### src/rtl/pwm_gate_gen_if.sv
// Duty-triple handshake between the compute stage and the PWM gate generator.
// Master offers a clamped-later duty triple; slave signals an empty pending slot.
interface pwm_gate_gen_if;
  logic [11:0] duty_a;
  logic [11:0] duty_b;
  logic [11:0] duty_c;
  logic        duty_valid;
  logic        duty_ready;

  modport master (
    output duty_a, duty_b, duty_c, duty_valid,
    input  duty_ready
  );

  modport slave (
    input  duty_a, duty_b, duty_c, duty_valid,
    output duty_ready
  );
endinterface

### src/rtl/pwm_gate_gen.sv
// Three-phase edge-aligned PWM gate generator with shadowed duties,
// per-leg dead time and fault shutdown.
module pwm_gate_gen #(
  parameter int PWM_TICKS      = 4096,
  parameter int DEADTIME_TICKS = 16,
  parameter int DUTY_MAX       = 4032
) (
  input  logic                clk_ctrl,
  input  logic                rst_ctrl,
  input  logic [11:0]         pwm_ctr,
  input  logic                pwm_ctr_en,
  input  logic                fault,
  input  logic                fault_clr,
  pwm_gate_gen_if.slave       duty_if,
  output logic [2:0]          gate_hi,
  output logic [2:0]          gate_lo,
  output logic                shadow_loaded,
  output logic                stale_period,
  output logic [7:0]          stale_cnt,
  output logic                fault_latched
);

  localparam int DMAX_I =
    (DUTY_MAX > PWM_TICKS - 1) ? PWM_TICKS - 1 : DUTY_MAX;
  localparam logic [11:0] DMAX = 12'(DMAX_I);
  localparam logic [7:0]  DT   = 8'(DEADTIME_TICKS);

  function automatic logic [11:0] clamp(input logic [11:0] d);
    return (d > DMAX) ? DMAX : d;
  endfunction

  logic [11:0]      ctr_q;
  logic [2:0][11:0] pend_q, pend_d;
  logic             pfull_q, pfull_d;
  logic             rdy_q, rdy_d;
  logic [2:0][11:0] act_q, act_d;
  logic             ld_q, ld_d;
  logic             stl_q, stl_d;
  logic [7:0]       scnt_q, scnt_d;
  logic             flat_q, flat_d;
  logic [2:0]       raw_q, raw_d;
  logic [2:0]       rawd_q, rawd_d;
  logic [2:0][7:0]  dt_q, dt_d;
  logic [2:0]       hi_q, hi_d;
  logic [2:0]       lo_q, lo_d;

  logic flt;
  logic pstart;
  logic accept;
  logic force_off;

  assign flt       = fault | flat_q;
  assign pstart    = (pwm_ctr == 12'd0) && (ctr_q != 12'd0);
  assign accept    = duty_if.duty_valid && rdy_q && !flt;
  assign force_off = flt || !pwm_ctr_en;

  always_comb begin
    pend_d  = pend_q;
    pfull_d = pfull_q;
    act_d   = act_q;
    ld_d    = 1'b0;
    stl_d   = 1'b0;
    scnt_d  = scnt_q;
    flat_d  = flat_q;
    if (fault) begin
      flat_d = 1'b1;
    end else if (fault_clr) begin
      flat_d = 1'b0;
    end
    // Commit uses the old pending contents; a same-cycle accept refills it.
    if (pstart) begin
      if (pfull_q) begin
        act_d   = pend_q;
        pfull_d = 1'b0;
        ld_d    = 1'b1;
        scnt_d  = 8'd0;
      end else begin
        stl_d = 1'b1;
        if (scnt_q != 8'hFF) begin
          scnt_d = scnt_q + 8'd1;
        end
      end
    end
    if (accept) begin
      pend_d[0] = clamp(duty_if.duty_a);
      pend_d[1] = clamp(duty_if.duty_b);
      pend_d[2] = clamp(duty_if.duty_c);
      pfull_d   = 1'b1;
    end
    if (flt) begin
      act_d   = '0;
      pfull_d = 1'b0;
    end
    rdy_d = !pfull_d;
  end

  always_comb begin
    raw_d  = '0;
    rawd_d = raw_q;
    dt_d   = dt_q;
    hi_d   = '0;
    lo_d   = '0;
    for (int i = 0; i < 3; i++) begin
      raw_d[i] = pwm_ctr_en && (pwm_ctr < act_q[i]);
      // Forced-off legs preload the dead time so release always waits it out.
      if (force_off || (raw_q[i] != rawd_q[i])) begin
        dt_d[i] = DT;
      end else if (dt_q[i] > 8'd1) begin
        dt_d[i] = dt_q[i] - 8'd1;
      end else begin
        dt_d[i] = 8'd0;
        hi_d[i] = raw_q[i];
        lo_d[i] = !raw_q[i];
      end
    end
  end

  always_ff @(posedge clk_ctrl) begin
    if (rst_ctrl) begin
      ctr_q   <= '0;
      pend_q  <= '0;
      pfull_q <= 1'b0;
      rdy_q   <= 1'b0;
      act_q   <= '0;
      ld_q    <= 1'b0;
      stl_q   <= 1'b0;
      scnt_q  <= '0;
      flat_q  <= 1'b0;
      raw_q   <= '0;
      rawd_q  <= '0;
      dt_q    <= '0;
      hi_q    <= '0;
      lo_q    <= '0;
    end else begin
      ctr_q   <= pwm_ctr;
      pend_q  <= pend_d;
      pfull_q <= pfull_d;
      rdy_q   <= rdy_d;
      act_q   <= act_d;
      ld_q    <= ld_d;
      stl_q   <= stl_d;
      scnt_q  <= scnt_d;
      flat_q  <= flat_d;
      raw_q   <= raw_d;
      rawd_q  <= rawd_d;
      dt_q    <= dt_d;
      hi_q    <= hi_d;
      lo_q    <= lo_d;
    end
  end

  assign duty_if.duty_ready = rdy_q;
  assign gate_hi       = hi_q & {3{~rst_ctrl}};
  assign gate_lo       = lo_q & {3{~rst_ctrl}};
  assign shadow_loaded = ld_q;
  assign stale_period  = stl_q;
  assign stale_cnt     = scnt_q;
  assign fault_latched = flat_q;

endmodule

### src/flat_wrapper.sv
// flat-port wrapper written by rule: the top's interface ports become plain ports
module pwm_gate_gen_flat 
#(
  parameter int PWM_TICKS      = 4096,
  parameter int DEADTIME_TICKS = 16,
  parameter int DUTY_MAX       = 4032
)
  (clk_ctrl, rst_ctrl, pwm_ctr, pwm_ctr_en, fault, fault_clr, gate_hi, gate_lo, shadow_loaded, stale_period, stale_cnt, fault_latched, duty_if_duty_a, duty_if_duty_b, duty_if_duty_c, duty_if_duty_valid, duty_if_duty_ready);
  pwm_gate_gen_if duty_if_i ();
  input  logic clk_ctrl;
  input  logic rst_ctrl;
  input  logic [11:0] pwm_ctr;
  input  logic pwm_ctr_en;
  input  logic fault;
  input  logic fault_clr;
  output logic [2:0] gate_hi;
  output logic [2:0] gate_lo;
  output logic shadow_loaded;
  output logic stale_period;
  output logic [7:0] stale_cnt;
  output logic fault_latched;
  input wire logic [$bits(duty_if_i.duty_a)-1:0] duty_if_duty_a;
  input wire logic [$bits(duty_if_i.duty_b)-1:0] duty_if_duty_b;
  input wire logic [$bits(duty_if_i.duty_c)-1:0] duty_if_duty_c;
  input wire logic [$bits(duty_if_i.duty_valid)-1:0] duty_if_duty_valid;
  output wire logic [$bits(duty_if_i.duty_ready)-1:0] duty_if_duty_ready;
  assign duty_if_i.duty_a = duty_if_duty_a;
  assign duty_if_i.duty_b = duty_if_duty_b;
  assign duty_if_i.duty_c = duty_if_duty_c;
  assign duty_if_i.duty_valid = duty_if_duty_valid;
  assign duty_if_duty_ready = duty_if_i.duty_ready;
  pwm_gate_gen #(.PWM_TICKS(PWM_TICKS), .DEADTIME_TICKS(DEADTIME_TICKS), .DUTY_MAX(DUTY_MAX)) u_core (.clk_ctrl(clk_ctrl), .rst_ctrl(rst_ctrl), .pwm_ctr(pwm_ctr), .pwm_ctr_en(pwm_ctr_en), .fault(fault), .fault_clr(fault_clr), .duty_if(duty_if_i), .gate_hi(gate_hi), .gate_lo(gate_lo), .shadow_loaded(shadow_loaded), .stale_period(stale_period), .stale_cnt(stale_cnt), .fault_latched(fault_latched));
endmodule
### config.mk
export PLATFORM = sky130hd
export DESIGN_NAME = pwm_gate_gen_flat
export DESIGN_NICKNAME = d
export VERILOG_FILES = /design/src/rtl/pwm_gate_gen_if.sv /design/src/rtl/pwm_gate_gen.sv /design/src/flat_wrapper.sv
export SDC_FILE = /design/constraint.sdc
export NUM_CORES = 1
export LEC_CHECK = 0
export ABC_AREA = 1
export BUFFER_PORTS_ARGS = -buffer_cell sky130_fd_sc_hd__buf_2
export CORE_MARGIN = 8
export CORE_UTILIZATION = 45
export CTS_CLUSTER_DIAMETER = 100
export CTS_CLUSTER_SIZE = 30
export DETAILED_ROUTE_END_ITERATION = 8
export SYNTH_ARGS = -nofsm -noshare
export SYNTH_HDL_FRONTEND = slang
export SYNTH_SLANG_ARGS = --single-unit
### constraint.sdc
create_clock -name clk_ctrl -period 3.1 [get_ports clk_ctrl]
set_clock_uncertainty 0.15 [all_clocks]
set_input_delay 0.465 -clock clk_ctrl [delete_from_list [all_inputs] [get_ports clk_ctrl]]
set_output_delay 0.465 -clock clk_ctrl [all_outputs]
set_load 0.05 [all_outputs]
* Word level (Yosys, flattened, before mapping)
Index checks and enable logic that the tools add are counted.
** Operators by class
- Magnitude comparators :: 9
- Bitwise operators :: 8
- Add/sub/neg operators :: 4
- Equality and inequality tests :: 4
- Reduce and logical (&&, ||, !) cells :: 30
- Mux-type cells :: 18
** Operator list (count)
- $gt 12x12->1 const B :: 3
- $lt 12x12->1 :: 3
- $mux 12 :: 3
- $mux 5 :: 6
- $gt 8x1->1 const B :: 3
- $sub 8x1->8 const B :: 3
- $reduce_or 3->1 :: 6
- $mux 8 :: 2
- $logic_not 12->1 :: 1
- $reduce_bool 12->1 :: 1
- $add 8x1->8 const B :: 1
- $ne 8x8->1 const B :: 1
- $mux 1 :: 7
- $and 3x3->3 :: 2
- $logic_and 1x1->1 :: 6
- $logic_not 1->1 :: 6
- $not 1->1 :: 5
- $logic_or 1x1->1 :: 4
- $reduce_and 2->1 :: 2
- $reduce_bool 2->1 :: 2
- $reduce_or 2->1 :: 2
- $ne 1x1->1 :: 3
- $or 1x1->1 :: 1
** Word-level totals
- Output and inout port bits :: 18
- Logic and storage cells :: 100
- Input bits :: 54
- Register bits :: 133

* Depth between registers and ports, before layout
Gate-level depths: netlist of run 1.
- Word-level depth :: 6
- Mapped depth :: 10
- Depth with buffers taken out :: 10

* Least setup slack after synthesis of run 1
No wires, ideal clock.
- Path type :: input-to-output
- Start :: in rst_ctrl
- End :: out gate_hi[0]
- Path buffers :: 2
- Stages on the path :: 3
- Data required time :: 2.485 ns
- Arrival time :: 1.529 ns
- Path slack :: 0.956 ns
- Cell sequence :: clkbuf_1 -> buf_1 -> nor2_1
** Between the ends
- Longest elaborated chain between the ends :: 2
** Ends and longest elaborated chain
- start, declared :: line flat_wrapper.sv:11 : input logic rst_ctrl;
- $not 1->1 :: line pwm_gate_gen.sv:153 : assign gate_hi = hi_q & {3{~rst_ctrl}};
- $and 3x3->3 :: line pwm_gate_gen.sv:153
- end, declared :: line flat_wrapper.sv:16 : output logic [2:0] gate_hi;
Every way passes these cells.

* Worst setup path in the final report of run 1
- Start :: reg u_core.ctr_q[11]
- End :: reg u_core.act_q[32] (netlist name)
** Between the ends
- Longest elaborated chain between the ends :: 3
** Ends and longest elaborated chain
- start, declared :: line pwm_gate_gen.sv:32 : logic [11:0] ctr_q;
- start signal, assigned :: line pwm_gate_gen.sv:135 : ctr_q <= pwm_ctr;
- $reduce_bool 12->1 :: line pwm_gate_gen.sv:53 : assign pstart = (pwm_ctr == 12'd0) && (ctr_q != 12'd0);
- $logic_and 1x1->1 :: line pwm_gate_gen.sv:53
- $reduce_and 2->1 (no line)
- end signal, assigned :: line pwm_gate_gen.sv:139 : act_q <= act_d;
- end, declared :: line pwm_gate_gen.sv:36 : logic [2:0][11:0] act_q, act_d;
Every way passes these cells.
A chain may end at the register's enable or synchronous reset.

==> results.yml, run 1 <==
yosys:
  ys.flop_type: "dfxtp_1"
  avgSynthCellArea_um2: 7.30
  synth-edff-count: 0
  synth_area_um2: 6090
  syn_nets: 928
  synth_seq_area_share_pct: 43.7
  ys_ff_latch: 133
  ys_types: 37
  yosysWarningCount: 0
  async_flop_share_pct: 0
  synthCells: 834
global_route:
  grt_pass1_vias: 4988
  grt_max_degree: 72
  top_usage_layer: "met2"
  grtUsageMet3_pct: 4.15
  grt_first_pass_wirelength_um: 22800
  antenna_found_initial: 0
  grt_util_met1_pct: 19.8
  use_met2_pct: 25.0
  grt_usage_pct: 15.9
  grt.overflow.total: 0
setup_path:
  critPathMaxFanout: 71
  worstPathRequired_ps: 3270
  crit_path_top_delay_cell: "buf_4"
  cp_cell_sequence: "nor2_1, and2_0, nand2_2, nand3_4, buf_4, nand2_1, nand2_1, nor2_1"
  startpoint: "u_core.ctr_q[11]"
  crit_type: "reg -> reg"
  critPathLaunchType: "flip-flop"
  rr_startpoint: "u_core.ctr_q[11]"
  cp.arrival_ps: 2140
  crit_path_end_kind: "flip-flop"
  slowest_delay_ps: 540
route:
  dr.pass1.iters: 5
  via_per_inst: 4.75
  vias: 5182
  wirelength_um: 13700
  wl_per_cell_um: 12.6
  drtIter0Drc: 293
  post-route-drc-count: 0
  antenna_left: 0
run:
  cap_violations: 0
timing:
  rsz0062_at_grt: "false"
  worstMarginPinSlew_ps: 812
  fmax_mhz: 506
  slew_headroom_pct: 45.8
  slew_viol_final: 0
  setup-violations-final: 0
  setup_tns_ps: 0
  fin_crit_ps: 1980
  hold_viol: 0
  fin_crit_sh_pct: 63.8
  layout_setup_ws_ps: 1120
power:
  switchingPower_uw: 989
  netSwitchingFraction_pct: 24.6
  power_frac_seq_pct: 44.3
  peakVddDrop_uv: 338
  p_leak_uw: 0.00345
  p_int_uw: 3030
  p_comb_share_pct: 7.7
  p_total_uw: 4020
  p_per_area_nw_per_um2: 563
  clkPwrFrac_pct: 48.0
floorplanning:
  dieArea_um2: 17500
  core-area_um2: 13200
  dieHeight_um: 132
  die_w_um: 132
  rows: 42
  ios: 72
  start_util_pct: 46.0
cts:
  clk_latency_ps: 420
  cts.path.max_buffers: 2
  cts_tree: "yes"
  hold_buffers: 0
  cts_setup_buffers: 0
  cts.repair.resized: 0
  cts_buffers: 17
  clockRootBuffer: "clkbuf_16"
  clk_pin_slew_worst_paths_ps: 60
  htreeDepth: 4
  clock_sinks: 133
placed_design:
  place_ws_ps: 983
  port_buffers: 71
  gp_congestion: 0.842
  dp_hpwl_um: 10100
finish:
  area_growth_pct: 17.2
  diodes: 0
  final_nets: 997
  fillers: 1305
  drive_above_1_share_pct: 13.8
hold_path:
  hold_path.class: "in -> reg"
  hp-start: "fault_clr"
status:
  status: "finished clean"
[cell families after synthesis]
family | after synthesis | synth area share (%)
xor+xnor | 10 | 1.44
fa+ha+maj | 40 | 8.22
flops | 133 | 43.7
compound gates | 101 | 9.33
simple gates | 435 | 29.5
buf+inv | 115 | 7.79
[state kept, by name, summed over array words and instances (netlist names), 3 cells and up]
name,cells
u_core.act_q,36
u_core.ctr_q,12
u_core.dt_q,24
u_core.hi_q,3
u_core.lo_q,3
u_core.pend_q,36
u_core.raw_q,3
u_core.rawd_q,3
u_core.stale_cnt,8
[metal layers]
metal  wire length (µm)  vias up
li1                   -     2777
met1               6880     2278
met2               6010      111
met3                569       16
met4                270        0
met5                  0        -
[final cells by class]
cell class | count | area [µm²] | area share (%)
tap | 176 | 220 | 3.09
clock inverter | 13 | 124 | 1.74
multi-input combinational | 586 | 2960 | 41.4
sequential | 133 | 2660 | 37.3
clock buffer | 19 | 453 | 6.35
timing repair buffer | 75 | 385 | 5.40
inverter | 90 | 338 | 4.73
[metrics by stage]
| stage | cells | hold slack (ps) | cell area, µm² | utilization, % |
|---|---|---|---|---|
| 5_1_grt | 1092 | 71.0 | 7140 | 53.9 |
| 3_5_place_dp | 1060 | 292 | 6560 | 49.5 |
| 2_1_floorplan | 834 | 267 | 6090 | - |
| 4_1_cts | 1092 | 65.7 | 7140 | 53.9 |
| 6_report | 1092 | 86.8 | 7140 | 53.9 |
| 3_3_place_gp | 1060 | 281 | 6560 | 49.5 |
[power by group through the flow]
stage	combinational, µW	clock, µW	sequential, µW
finish	309	1930	1780
detailed placement	309	0	1820
global placement	300	0	1820
global route	354	2050	1790
CTS	311	1970	1780
floorplan	206	0	1820
[critical path: cells and delay by family, from the launching register on]
family	cells	cell delay, ps
flops	1	300
simple gates	7	850
buf+inv	1	540
[cell usage after synthesis, drive strengths merged (3+ instances only)]
library cell / count / area, µm²
or2: 8 / 50.1
nor3: 12 / 60.1
a21oi: 58 / 290
nand4: 14 / 93.8
o21ai: 20 / 100
clkbuf: 9 / 33.8
ha: 40 / 500
o2111ai: 3 / 26.3
o211ai: 3 / 22.5
xnor2: 8 / 70.1
nand3: 20 / 123
nand2: 197 / 744
a21boi: 6 / 48.8
o21a: 3 / 22.5
inv: 90 / 338
buf: 16 / 103
nor2: 180 / 697
o31ai: 3 / 22.5
dfxtp: 133 / 2660
[layout by cell type, fill, tap and decap left out, types with 12 or more instances in the layout]
master | Yosys | routed
dfxtp_1 | 133 | 133
a21oi_1 | 58 | 58
nor3_1 | 12 | 12
o21ai_0 | 20 | 20
nand2_1 | 195 | 195
clkbuf_16 | 0 | 17
buf_2 | 10 | 71
nand3_1 | 17 | 17
nor2_1 | 177 | 176
inv_1 | 88 | 88
ha_1 | 40 | 40
nand4_1 | 13 | 13
[path summary, 6_finish.rpt]
| kind | to | slack (ps) | cells after the start |
|---|---|---|---|
| worst max-delay path | u_core.act_q[32] | 1120 | 8 |
| worst min-delay path | u_core.fault_latched | 90 | 2 |
| worst max register to register | u_core.act_q[32] | 1120 | 8 |
| worst min register to register | u_core.dt_q[0] | 300 | 1 |
(Power assumes the default switching activity.)
==> run 2, diff against run 1 <==
PLACE_DENSITY = 0.67   (was unset)
clock period = 1.59 ns   (was 3.1 ns; I/O delays follow)
==> run 2 against run 1 <==
  * Count of clock-buffer cells in the layout did not move
  * Core utilization rose by 7.5 points
  * Die area did not move
  * Power rose by 110%
  * Sequential cell count did not move
  * Final area rose by 14%
  * Final cell count rose by 8.2%
  * Combinational power rose to 2.6 times the previous value
  * Sequential power rose by 95%
  * Via count rose by 8.0%
  * First-iteration DRC count rose by 23%
  * Fmax rose by 29%
  * Highest routed layer unchanged
==> results.yml, run 2 (synthesis gave the netlist of run 1 again) <==
timing:
  layout_setup_ws_ps: 57.9
  slew_headroom_pct: 75.2
  worstMarginPinSlew_ps: 370
  setup_tns_ps: 0
  slew_viol_final: 0
  hold_viol: 0
  fin_crit_ps: 1530
  fmax_mhz: 653
  fin_crit_sh_pct: 96.4
  setup-violations-final: 0
  rsz0062_at_grt: "true"
cts:
  clk_pin_slew_worst_paths_ps: 60
  clk_latency_ps: 420
  cts_setup_buffers: 0
  clock_sinks: 133
  cts_tree: "yes"
  cts.path.max_buffers: 2
  htreeDepth: 4
  cts_buffers: 17
  clockRootBuffer: "clkbuf_16"
setup_path:
  cp.arrival_ps: 1730
  crit_type: "reg -> reg"
  critPathMaxFanout: 2
  cp_cell_sequence: "inv_1, ha_1, a21o_1, a31oi_1, o21ai_1, a21oi_2"
  crit_path_end_kind: "flip-flop"
  slowest_delay_ps: 310
  critPathLaunchType: "flip-flop"
  worstPathRequired_ps: 1790
  crit_path_top_delay_cell: "ha_1"
status:
  status: "finished clean"
floorplanning:
  ios: 72
  core-area_um2: 13200
  die_w_um: 132
  dieArea_um2: 17500
  dieHeight_um: 132
  start_util_pct: 46.0
  rows: 42
finish:
  final_nets: 1088
  final_cell_mix: "nand2_1, nor2_1, dfxtp_1, inv_1, buf_2"
  reg_top3: "u_core.act_q (36), u_core.pend_q (36), u_core.dt_q (24)"
  post-route-cell-area_um2: 8140
  drive_above_1_share_pct: 19.6
  mostFrequentLayoutCell: "nand2_1"
  area_growth_pct: 33.6
  diodes: 0
  postLayoutCoreUtil_pct: 61.5
route:
  post-route-drc-count: 0
  via_per_inst: 4.73
  antenna_left: 0
  wirelength_um: 15400
  drtIter0Drc: 359
  dr.pass1.iters: 4
  wl_per_cell_um: 13.1
  vias: 5595
power:
  peakVddDrop_uv: 736
  p_leak_uw: 0.00393
  p_per_area_nw_per_um2: 1020
placed_design:
  gp_congestion: 0.843
  port_buffers: 71
  dp_hpwl_um: 10500
  placed_area_um2: 6950
  place_ws_ps: -88.5
global_route:
  antenna_found_initial: 0
  grt_max_degree: 44
  grt_first_pass_wirelength_um: 25600
  grt_pass1_vias: 5391
  grt.overflow.total: 0
  grt_usage_pct: 17.9
hold_path:
  hold_path.class: "in -> reg"
run:
  cap_violations: 0
[run 2: cell types whose count changed in the layout (fill, tap and decap cells not counted), moves of 4 or more]
| cell | delta |
|---|---|
| buf_12 | +4 |
| buf_4 | +38 |
| dfxtp_1 | -10 |
| dfxtp_2 | +8 |
| dlygate4sd3_1 | +45 |
| nor2_1 | -5 |
[run 2: path summary, 6_finish.rpt]
path | start | to | slack, ps | cells past startpoint
worst max-delay path | u_core.act_q[33] | u_core.raw_q[2] | 60 | 6
worst min-delay path | pwm_ctr[10] | u_core.ctr_q[10] | 20 | 4
worst max register to register | u_core.act_q[33] | u_core.raw_q[2] | 60 | 6
worst min register to register | u_core.dt_q[0] | u_core.dt_q[0] | 300 | 1
[run 2: per-stage QoR]
| step | hold slack (ps) | instances | total power [µW] |
|---|---|---|---|
| floorplan | 184 | 834 | 3940 |
| global placement | 281 | 1105 | 4220 |
| detailed placement | 288 | 1105 | 4220 |
| CTS | 6.47 | 1181 | 8290 |
| global route | 29.2 | 1182 | 8590 |
| finish | 17.2 | 1182 | 8260 |
[run 2: where the power goes]
part	internal (µW)	total (µW)	switching, µW
sequential	3420	3470	56.1
clock	2460	3990	1530
combinational	383	802	418
total	6260	8260	2000
[run 2: final cells by class]
class	instances	area, µm²
clock buffer	19	464
fill	1201	5100
inverter	90	338
clock inverter	12	143
sequential	133	2680
tap	176	220
multi-input combinational	586	3030
timing repair buffer	166	1260
[run 2: critical path, delay by kind of cell (launching register included)]
family,cells,cell delay (ps)
adders and majority gates,1,310
DFF,1,300
AOI/OAI and AO/OA,4,630
buffers and inverters,1,70
[run 2: what timing repair did]
item,CTS,global route
cloned,0,1
hold buffers,45,0
endpoints found under the setup margin,20,72
pin swaps,0,1
endpoints found under the hold margin,44,0
gates resized for setup,5,22
[run 2: per-layer routing]
layer	wire length, µm	share of wire (%)	track usage, %
met5	0	0	0
met4	272	1.8	7.26
met3	615	4.0	4.88
met2	7140	46	28.5
met1	7410	48	22.4
==> run 3, diff against run 2 <==
CORE_UTILIZATION = 40   (was 45)
PLACE_DENSITY = unset   (was 0.67)
==> run 3 against run 2 <==
  * Routed wire length fell by 0.34%
  * Final cell count rose by 2.1%
  * Hold slack improved by 22 ps
  * Sequential cell count did not move
  * First-iteration DRC count fell by 16%
  * Highest routed layer unchanged
  * Via count fell by 0.48%
  * Critical path type unchanged
==> results.yml, run 3 (synthesis gave the netlist of run 1 again) <==
status:
  status: "finished clean"
floorplanning:
  dieArea_um2: 19400
  rows: 45
  ios: 72
  core-area_um2: 15000
  die_w_um: 139
  dieHeight_um: 139
  start_util_pct: 40.5
setup_path:
  crit_type: "reg -> reg"
  crit_path_end_kind: "flip-flop"
  critPathMaxFanout: 9
  cp.arrival_ps: 1670
  worstPathRequired_ps: 1750
  critPathLaunchType: "flip-flop"
global_route:
  grt_pass1_vias: 5473
  antenna_found_initial: 0
  grt_usage_pct: 16.4
  grt_first_pass_wirelength_um: 25900
  grt.overflow.total: 0
  grt_max_degree: 37
cts:
  htreeDepth: 4
  cts.path.max_buffers: 2
  clock_sinks: 133
  clk_pin_slew_worst_paths_ps: 60
  cts_buffers: 17
  clk_latency_ps: 420
  cts_tree: "yes"
  clockRootBuffer: "clkbuf_16"
route:
  vias: 5568
  via_per_inst: 4.61
  wl_per_cell_um: 12.7
  antenna_left: 0
  post-route-drc-count: 0
  wirelength_um: 15400
  dr.pass1.iters: 5
  drtIter0Drc: 300
finish:
  final_cell_mix: "nand2_1, nor2_1, dfxtp_1, inv_1, buf_2"
  final_nets: 1100
  fin_cells: 1207
  area_growth_pct: 37.5
  reg_top3: "u_core.act_q (36), u_core.pend_q (36), u_core.dt_q (24)"
  mostFrequentLayoutCell: "nand2_1"
  drive_above_1_share_pct: 21.7
  diodes: 0
placed_design:
  dp_hpwl_um: 10900
  placed_cells: 1125
  port_buffers: 71
  gp_congestion: 0.774
timing:
  setup-violations-final: 0
  slew_viol_final: 0
  slew_headroom_pct: 74.9
  hold_viol: 0
  setup_tns_ps: 0
  fin_crit_ps: 1510
  worstMarginPinSlew_ps: 375
  holdWs_ps: 39.1
  fin_crit_sh_pct: 95.0
  fmax_mhz: 662
  rsz0062_at_grt: "true"
power:
  p_total_uw: 8470
  peakVddDrop_uv: 899
  p_leak_uw: 0.00399
  p_per_area_nw_per_um2: 1010
run:
  cap_violations: 0
hold_path:
  hold_path.class: "in -> reg"
run 3: cell types whose count changed in the layout (fill, tap and decap cells not counted), sizes merged:
| cell | before | now |
|---|---|---|
| buf | 120 | 129 |
| bufinv | 2 | 4 |
| clkinv | 5 | 3 |
| nand3 | 20 | 22 |
| clkbuf | 20 | 21 |
| clkinvlp | 1 | 2 |
run 3: through the flow:
| step | cell area, µm² | utilization [%] | setup WS [ps] |
|---|---|---|---|
| after floorplan | 6110 | - | -101 |
| after global placement | 7050 | 46.9 | -170 |
| after detailed placement | 7050 | 46.9 | -178 |
| after CTS | 8170 | 54.3 | 3.88 |
| after global routing | 8370 | 55.7 | -22.6 |
| final | 8370 | 55.7 | 79.2 |
run 3: worst max-delay path: stages (launching register included):
cell,delay [ps]
dfxtp_1,300
nor2_2,120
nand2_1,70
nor2_1,120
nand2_2,120
buf_6,150
buf_12,130
nand3_4,100
nand2_1,60
nand2_1,50
nor2_1,40
run 3: power by group:
group	switching, µW	total [µW]	internal, µW
logic	434	845	411
clock network	1510	4150	2640
registers	54.1	3470	3420
total	2000	8470	6470
run 3: worst paths after layout:
path,from,end,slack [ps],cells after the start
hold reg to reg,u_core.dt_q[8],u_core.dt_q[8],300,1
setup / recovery,u_core.ctr_q[4],u_core.stale_cnt[5],80,10
setup reg to reg,u_core.ctr_q[4],u_core.stale_cnt[5],80,10
hold / removal,pwm_ctr[8],u_core.ctr_q[8],40,4
run 3: layer usage:
metal	track usage [%]	part of all wire, %	wire (µm)
met1	20.8	49	7610
met2	26.5	45	6920
met3	3.83	3.9	594
met4	6.01	1.7	258
met5	0	0	0
run 3: repair_timing:
action	4_1_cts	5_1_grt
setup buffers	0	2
endpoints found under the setup margin	82	77
gates cloned	0	3
hold buffers	45	0
pin swaps	1	4
resized for setup	8	35
endpoints found under the hold margin	44	0
run 3: layout make-up:
cell class / instances / area (µm²)
Clock buffer: 19 / 433
Clock inverter: 13 / 193
Fill cell: 1438 / 6660
Inverter: 90 / 338
Multi-Input combinational cell: 588 / 3140
Sequential cell: 133 / 2680
Tap cell: 188 / 235
Timing Repair Buffer: 176 / 1350
